$ cat config.mk
export PLATFORM = sky130hd
export DESIGN_NAME = pe_vec
export DESIGN_NICKNAME = d
export VERILOG_FILES = /design/src/rtl/pe_vec.sv
export SDC_FILE = /design/constraint.sdc
export NUM_CORES = 2
export LEC_CHECK = 0
export ABC_AREA = 1
export CAP_MARGIN = 30
export CORE_MARGIN = 2
export CORE_UTILIZATION = 44
export CTS_CLUSTER_SIZE = 12
export DETAILED_ROUTE_END_ITERATION = 6
export DONT_BUFFER_PORTS = 1
export SLEW_MARGIN = 20
export SYNTH_ARGS = -nofsm -noshare
export SYNTH_HDL_FRONTEND = slang
export SYNTH_SLANG_ARGS = --single-unit
$ cat constraint.sdc
create_clock -name clk -period 5.7 [get_ports clk]
set_clock_uncertainty 0.1 [all_clocks]
set_input_delay 1.425 -clock clk [delete_from_list [all_inputs] [get_ports clk]]
set_output_delay 1.425 -clock clk [all_outputs]
set_load 0.005 [all_outputs]
$ cat src/rtl/pe_vec.sv
// pe_vec: LANES-wide signed MAC with optional bias add and ReLU (enabled by PE_VEC_RELU_EN).
// Latency: result valid 1 cycle after the last beat, 2 cycles when bias is enabled.
// Backpressure: in_ready only while accumulating; result held until out_ready, no new config meanwhile.
module pe_vec #(
    parameter int LANES = 4,
    parameter int DW    = 8,
    parameter int ACC_W = 24,
    parameter int LEN_W = 8
) (
    input  logic                   clk,
    input  logic                   rst,
    input  logic                   flush,
    input  logic                   cfg_valid,
    output logic                   cfg_ready,
    input  logic [LEN_W-1:0]       cfg_len,
    input  logic                   cfg_bias,
    input  logic                   cfg_relu,
    input  logic                   in_valid,
    output logic                   in_ready,
    input  logic [LANES*DW-1:0]    x,
    input  logic [LANES*DW-1:0]    weight,
    input  logic [LANES*ACC_W-1:0] bias,
    output logic                   out_valid,
    input  logic                   out_ready,
    output logic [LANES*ACC_W-1:0] result,
    output logic                   illegal_uop
);

    if (ACC_W < 2*DW) begin : g_bad_acc_w
        $error("pe_vec: ACC_W must be at least 2*DW");
    end

    typedef enum logic [1:0] {
        S_IDLE = 2'd0,
        S_ACC  = 2'd1,
        S_BIAS = 2'd2,
        S_OUT  = 2'd3
    } state_t;

    localparam logic [LEN_W-1:0] LEN_ONE = {{(LEN_W-1){1'b0}}, 1'b1};

    state_t                   state_q;
    logic [LEN_W-1:0]         len_q;
    logic [LEN_W-1:0]         cnt_q;
    logic                     bias_en_q;
    logic                     illegal_q;
    logic [LANES*ACC_W-1:0]   result_q;
    logic [LANES*ACC_W-1:0]   result_d;
    logic signed [ACC_W-1:0]  acc_q    [LANES];
    logic signed [ACC_W-1:0]  mac_sum  [LANES];
    logic signed [ACC_W-1:0]  bias_sum [LANES];
    logic                     cfg_bad;
    logic                     last_beat;

`ifdef PE_VEC_RELU_EN
    logic                     relu_q;
    assign cfg_bad = (cfg_len == '0);
`else
    // Without the ReLU datapath a ReLU request cannot be honoured, so it is refused.
    assign cfg_bad = (cfg_len == '0) || cfg_relu;
`endif

    assign cfg_ready   = (state_q == S_IDLE) && !flush && !rst;
    assign in_ready    = (state_q == S_ACC) && !rst;
    assign out_valid   = (state_q == S_OUT) && !rst;
    assign illegal_uop = illegal_q && !rst;
    assign result      = result_q;
    assign last_beat   = (cnt_q == len_q - LEN_ONE);

    for (genvar g = 0; g < LANES; g++) begin : g_lane
        logic signed [2*DW-1:0]  prod;
        logic signed [ACC_W-1:0] fin;

        assign prod        = $signed(x[g*DW +: DW]) * $signed(weight[g*DW +: DW]);
        assign mac_sum[g]  = acc_q[g] + ACC_W'(prod);
        assign bias_sum[g] = acc_q[g] + $signed(bias[g*ACC_W +: ACC_W]);
        // The value entering OUT comes from the bias cycle or straight from the last beat.
        assign fin         = (state_q == S_BIAS) ? bias_sum[g] : mac_sum[g];
`ifdef PE_VEC_RELU_EN
        assign result_d[g*ACC_W +: ACC_W] = (relu_q && fin[ACC_W-1]) ? '0 : fin;
`else
        assign result_d[g*ACC_W +: ACC_W] = fin;
`endif
    end

    always_ff @(posedge clk) begin
        if (rst) begin
            state_q   <= S_IDLE;
            len_q     <= '0;
            cnt_q     <= '0;
            bias_en_q <= 1'b0;
            illegal_q <= 1'b0;
            result_q  <= '0;
            for (int i = 0; i < LANES; i++) acc_q[i] <= '0;
`ifdef PE_VEC_RELU_EN
            relu_q    <= 1'b0;
`endif
        end else begin
            illegal_q <= 1'b0;
            if (flush) begin
                state_q <= S_IDLE;
                cnt_q   <= '0;
                for (int i = 0; i < LANES; i++) acc_q[i] <= '0;
            end else begin
                case (state_q)
                    S_IDLE: begin
                        if (cfg_valid) begin
                            if (cfg_bad) begin
                                illegal_q <= 1'b1;
                            end else begin
                                len_q     <= cfg_len;
                                bias_en_q <= cfg_bias;
`ifdef PE_VEC_RELU_EN
                                relu_q    <= cfg_relu;
`endif
                                cnt_q     <= '0;
                                for (int i = 0; i < LANES; i++) acc_q[i] <= '0;
                                state_q   <= S_ACC;
                            end
                        end
                    end
                    S_ACC: begin
                        if (in_valid) begin
                            acc_q <= mac_sum;
                            cnt_q <= cnt_q + LEN_ONE;
                            if (last_beat) begin
                                if (bias_en_q) begin
                                    state_q <= S_BIAS;
                                end else begin
                                    result_q <= result_d;
                                    state_q  <= S_OUT;
                                end
                            end
                        end
                    end
                    S_BIAS: begin
                        acc_q    <= bias_sum;
                        result_q <= result_d;
                        state_q  <= S_OUT;
                    end
                    S_OUT: begin
                        if (out_ready) state_q <= S_IDLE;
                    end
                    default: state_q <= S_IDLE;
                endcase
            end
        end
    end

endmodule

Yosys cells after proc, flatten, opt, wreduce, memory -nomap -nowiden

Cells that the tools add are included.
Widths: inputs -> output; s select.

Input port bits: 176
Flip-flop bits (word level): 212
Output and inout bits: 100
Word-level logic and storage cells: 82

Add/subtract/negate cells: 10
Multipliers: 4
Equality and inequality tests: 10
Reductions and logical operators: 20
Mux-type cells: 24
Bitwise operators: 4

Operators by type and width:

| operator            | count |
|---|---|
| $mux 96             | 6 |
| $pmux 96 s3         | 1 |
| $pmux 96 s2         | 1 |
| $add 24x16->24      | 4 |
| $add 24x24->24      | 4 |
| $mux 24             | 4 |
| $mul 8x8->16        | 4 |
| $mux 8              | 3 |
| $pmux 8 s2          | 1 |
| $ne 2x2->1 const B  | 6 |
| $reduce_and 4->1    | 3 |
| $mux 2              | 5 |
| $reduce_and 5->1    | 2 |
| $add 8x1->8 const B | 1 |
| $eq 8x8->1          | 1 |
| $logic_not 8->1     | 1 |
| $pmux 2 s4          | 1 |
| $sub 8x1->8 const B | 1 |
| $logic_and 1x1->1   | 5 |
| $eq 2x2->1 const B  | 2 |
| $not 1->1           | 4 |
| $reduce_bool 2->1   | 2 |
| $reduce_or 4->1     | 1 |
| $reduce_bool 3->1   | 1 |
| other kinds (6)     | 8 |

Depth between registers and ports, before layout

Word-level depth: 7
Depth in mapped cells: 25
Gate-level depth less buffers: 24

Worst setup path after synthesis

OpenSTA, ideal clock, no wires.

Kind: input -> register
Start: in weight[16]
End: reg result_q[60], in the netlist result[60]
Arrival: 5.897 ns
Buffers on the path: 1
Required time: 5.468 ns
Setup time: 0.132 ns
Setup slack: -0.429 ns
Stages on the path: 18
Path through: clkbuf_1 -> nand2_1 -> inv_1 -> fa_1 -> fa_1 -> fa_1 -> fa_1 -> ha_1 -> ha_1 -> a21oi_1 -> nor2_1 -> nor2_1 -> o21ai_0 -> or2_2 -> nand3_1 -> nand2_1 -> nand2_1 -> a21oi_1

Word-level cells in the longest chain between the ends: 7

RTL lines:

| what                   | RTL line | source |
|---|---|---|
| start: declaration     | 21       | `input logic [LANES*DW-1:0] weight,` |
| $mul 8x8->16 *         | 74       | `assign prod = $signed(x[g*DW +: DW]) * $signed(weight[g*DW +: DW]);` |
| $add 24x16->24 *       | 75       | `assign mac_sum[g] = acc_q[g] + ACC_W'(prod);` |
| $mux 24 *              | 78       | `assign fin = (state_q == S_BIAS) ? bias_sum[g] : mac_sum[g];` |
| $mux 96                | 127      | `if (bias_en_q) begin` |
| $mux 96                | 126      | `if (last_beat) begin` |
| $mux 96                | 123      | `if (in_valid) begin` |
| $pmux 96 s2 *          | 105      | `case (state_q)` |
| end signal: assignment | 130      | `result_q <= result_d;` |
| end signal: assignment | 138      | `result_q <= result_d;` |
| end: declaration       | 47       | `logic [LANES*ACC_W-1:0] result_q;` |

Mark *: on every way between the ends. The rest lies on a longest branch, timed or not. The select of a mux whose other input is x is not followed.
A chain may end at the register's enable or synchronous reset.

Worst setup path after layout

Start: in weight[23]
End: reg acc_q[45] in the netlist's numbering

Word-level cells in the longest chain between the ends: 4

RTL lines:

| what                   | RTL line | source |
|---|---|---|
| $mul 8x8->16           | 74       |  |
| $add 24x16->24         | 75       |  |
| $mux 96                | 123      |  |
| $pmux 96 s3            | 105      |  |
| end signal: assignment | 124      | `acc_q <= mac_sum;` |
| end signal: assignment | 137      | `acc_q <= bias_sum;` |
| end: declaration       | 49       | `logic signed [ACC_W-1:0] acc_q [LANES];` |

No other way between the ends. The select of a mux whose other input is x is not followed.

==> metrics <==
Vias/cell=5.166; Clk pin slew, worst setup/hold paths=60 ps; Worst Reg2Reg Path Length in Cells=23; Gate Count Post-Synth=a little over 5k; Slew @ Worst Pin=about 1000 ps; post-synthesis area per instance=6.710 µm²; DP Worst Slack=-373.1 ps; Hold Path Sink=len_q[7]; r2r setup slk=640 ps; WL per Instance=18.80 µm; htree depth=2; Post-Syn Area=34170 µm²; total gr overflow=0; full die area=79900 µm²; PwrDens=520.4 nW/µm²; switching fraction of total power=48.41%; Combinational Power Share=between 80% and 90%; max_cap viols=0; Layout Cells excl Fill=between 6k and 7k; GRT Overall Usage=29.99%; Power Internal=10660 µW; # IOs=276; Clock Power Share=11.0%; Startpoint Class=primary input; EDFF count, synth=0; syn nets=6003; Crit Path Category=primary input to register; Data required, critical path=6010 ps; Async SR Flop Fraction=0%; CTS Buffer Depth=3; number of global-route vias before repair=32.14k; clock latency at the later pin of the worst-skew pair=580 ps; via count=~32k; worst hold path depth=2; fillers=7721; Initial Util=44.25%; WL final=118300 µm; Fin. Hold Viols=0; Worst VDD drop=0.0003211 V; Crit Path Max Fanout=7; Synth Flop Type=dfxtp_1; leakage=0.02073 µW; Inst Count DP=6225; Critical Path AT=a little under 6000 ps; ANT nets after route=0; RSZ-0062 raised after global routing=no; core area=77210 µm²; fraction of layout cells with a size suffix above 1=10.56%; DR iter-0 viols=around 2.1k; final setup vio count=0; max-slew violation count=0; Die H=282.7 µm; CTS tree=yes; Final WS setup=197.0 ps; register bit count reported by yosys=~210; worst hold start=len_q[7]; DR pass1 iterations=6; Die Span X=282.7 µm; Root Buffer Master=clkbuf_16; CP Capture Type=register; Psw=10010 µW; hpwl dp=96160 µm; # rows=102; register area share after synthesis=around 12%; initial antenna violation count=3; RR Endpoint=acc_q[44]; fin crit period=~5500 ps; worst r2r src=acc_q[28]; Warnings, synthesis=0; fin crit share=a little over nine tenths; GPL Wtd Cong=0.9698; type of the worst min-delay path=register to register; Hold WS=362.0 ps; area added between synthesis and finish=16.24%; Worst slew margin=31.17%; Unique masters post-synth=39; CTS Buf Count=34; CTS sink cnt=212; sequential power share=7.5%; status=finished, final reports clean; first-pass GRT wire length=183700 µm; DR DRC count=0; Final nets=6134; Max Clk Rate=around 180 MHz; largest net degree at the start of global routing=97; I/O Buffers=0
==> power groups by stage <==
stage | sequential (µW) | combinational [µW] | clock [µW]
4_1_cts | 1560 | 16800 | 2340
2_1_floorplan | 1570 | 11100 | 0
3_5_place_dp | 1590 | 16600 | 0
3_3_place_gp | 1590 | 16600 | 0
5_1_grt | 1560 | 18700 | 2370
6_report | 1560 | 16800 | 2280
==> synthesized netlist by cell type, types with 2 or more instances <==
cell type,number,area [µm²]
inv_1,916,3438
buf_2,21,105.1
a21oi_1,342,1712
ha_1,315,3941
and2_1,5,31.28
nor3_1,28,140.1
buf_4,7,52.55
nor3b_1,2,15.01
o21ai_0,188,940.9
or2_2,17,106.4
fa_1,420,8408
dfxtp_1,212,4244
nand2_2,2,12.51
nand3b_1,43,322.8
nor2_1,343,1287
nand4_1,77,481.7
nand2_1,1619,6077
clkinv_1,4,15.01
xnor2_1,28,245.2
o211ai_1,5,37.54
xor2_1,32,280.3
buf_1,11,41.29
clkbuf_1,112,420.4
o21bai_1,17,127.6
buf_6,4,45.04
inv_2,3,11.26
nand3_1,307,1536
==> flip-flops by register name, summed over array words and instances (netlist names) <==
| signal | flops |
|---|---|
| state_q | 2 |
| illegal_q | 1 |
| acc_q | 96 |
| result | 96 |
| len_q | 8 |
| cnt_q | 8 |
| bias_en_q | 1 |
==> layout make-up <==
class	count	area (µm²)	area share [%]
Timing Repair Buffer	251	2166	5.453
Tap cell	1040	1301	3.276
Inverter	923	3507	8.830
Multi-Input combinational cell	3801	27330	68.81
Antenna cell	5	12.51	0.03150
Clock inverter	17	203.9	0.5135
Sequential cell	212	4244	10.69
Clock buffer	42	952.2	2.397
==> how the worst max path moves through the flow <==
stage,start,endpoint,slack (ps),cells after the start
floorplan,x[23],result[63],-130,20
global placement,weight[31],acc_q[21],-350,21
detailed placement,weight[31],result[92],-370,20
CTS,weight[31],acc_q[21],220,21
global route,weight[23],acc_q[45],6,22
finish,weight[23],acc_q[45],200,23
==> layer usage <==
layer | track usage, % | wire length (µm) | vias up
li1 | - | - | 16010
met1 | 39.23 | 50980 | 15330
met2 | 49.87 | 54780 | 954
met3 | 5.526 | 8331 | 202
met4 | 9.904 | 4188 | 0
met5 | 0 | 0 | -
==> metrics by stage <==
stage	power, µW	utilization (%)	instance area (µm²)	TNS [ps]
after global placement	18180	49.79	38450	-21760
after floorplan	12710	-	35810	-4667
after detailed placement	18220	49.87	38500	-25560
after global routing	22590	51.44	39710	0
final	20670	51.44	39720	0
after CTS	20660	51.36	39660	0
==> what timing repair did <==
item	4_1_cts	5_1_grt
hold buffers	0	0
setup buffers	0	2
resized for setup	0	8
endpoints found under the setup margin	0	9
==> layout by cell type, fill, tap and decap left out, types with 29 or more instances in the layout <==
cell	Yosys	routed
nand3_1	307	301
nand4_1	77	77
dfxtp_1	212	212
clkbuf_16	0	35
nor2_1	343	321
nand3b_1	43	43
a21oi_2	0	29
inv_1	916	892
a21oi_1	342	313
nand2_1	1619	1581
fa_1	420	415
xor2_1	32	31
buf_4	7	229
o21ai_0	188	177
ha_4	0	91
ha_1	315	223
==> worst max-delay path, cell delays in order <==
cell      delay [ps]
clkinv_1          50
buf_4            140
buf_4            140
o21ai_0          170
ha_1             270
inv_1             70
fa_1             480
inv_1            310
fa_1             500
fa_1             440
ha_1             290
ha_1             360
nand2_1          120
nor2_1           140
inv_1             60
nor2_1           150
nand4_1          180
nand3_1          140
nand2_1           70
nand3_1           90
nand2_1           90
nand2_1           70
a21oi_1           60
==> cell families after synthesis <==
| kind of cell | Yosys count | share of synthesized area (%) |
|---|---|---|
| AO/OA/AOI/OAI | 555 | 8.342 |
| XOR/XNOR | 60 | 1.538 |
| adder cells (fa/ha/maj) | 735 | 36.14 |
| buffers and inverters | 1079 | 12.10 |
| flip-flops | 212 | 12.42 |
| AND/OR/NAND/NOR | 2451 | 29.46 |
Power figures use the tool's default switching activity.
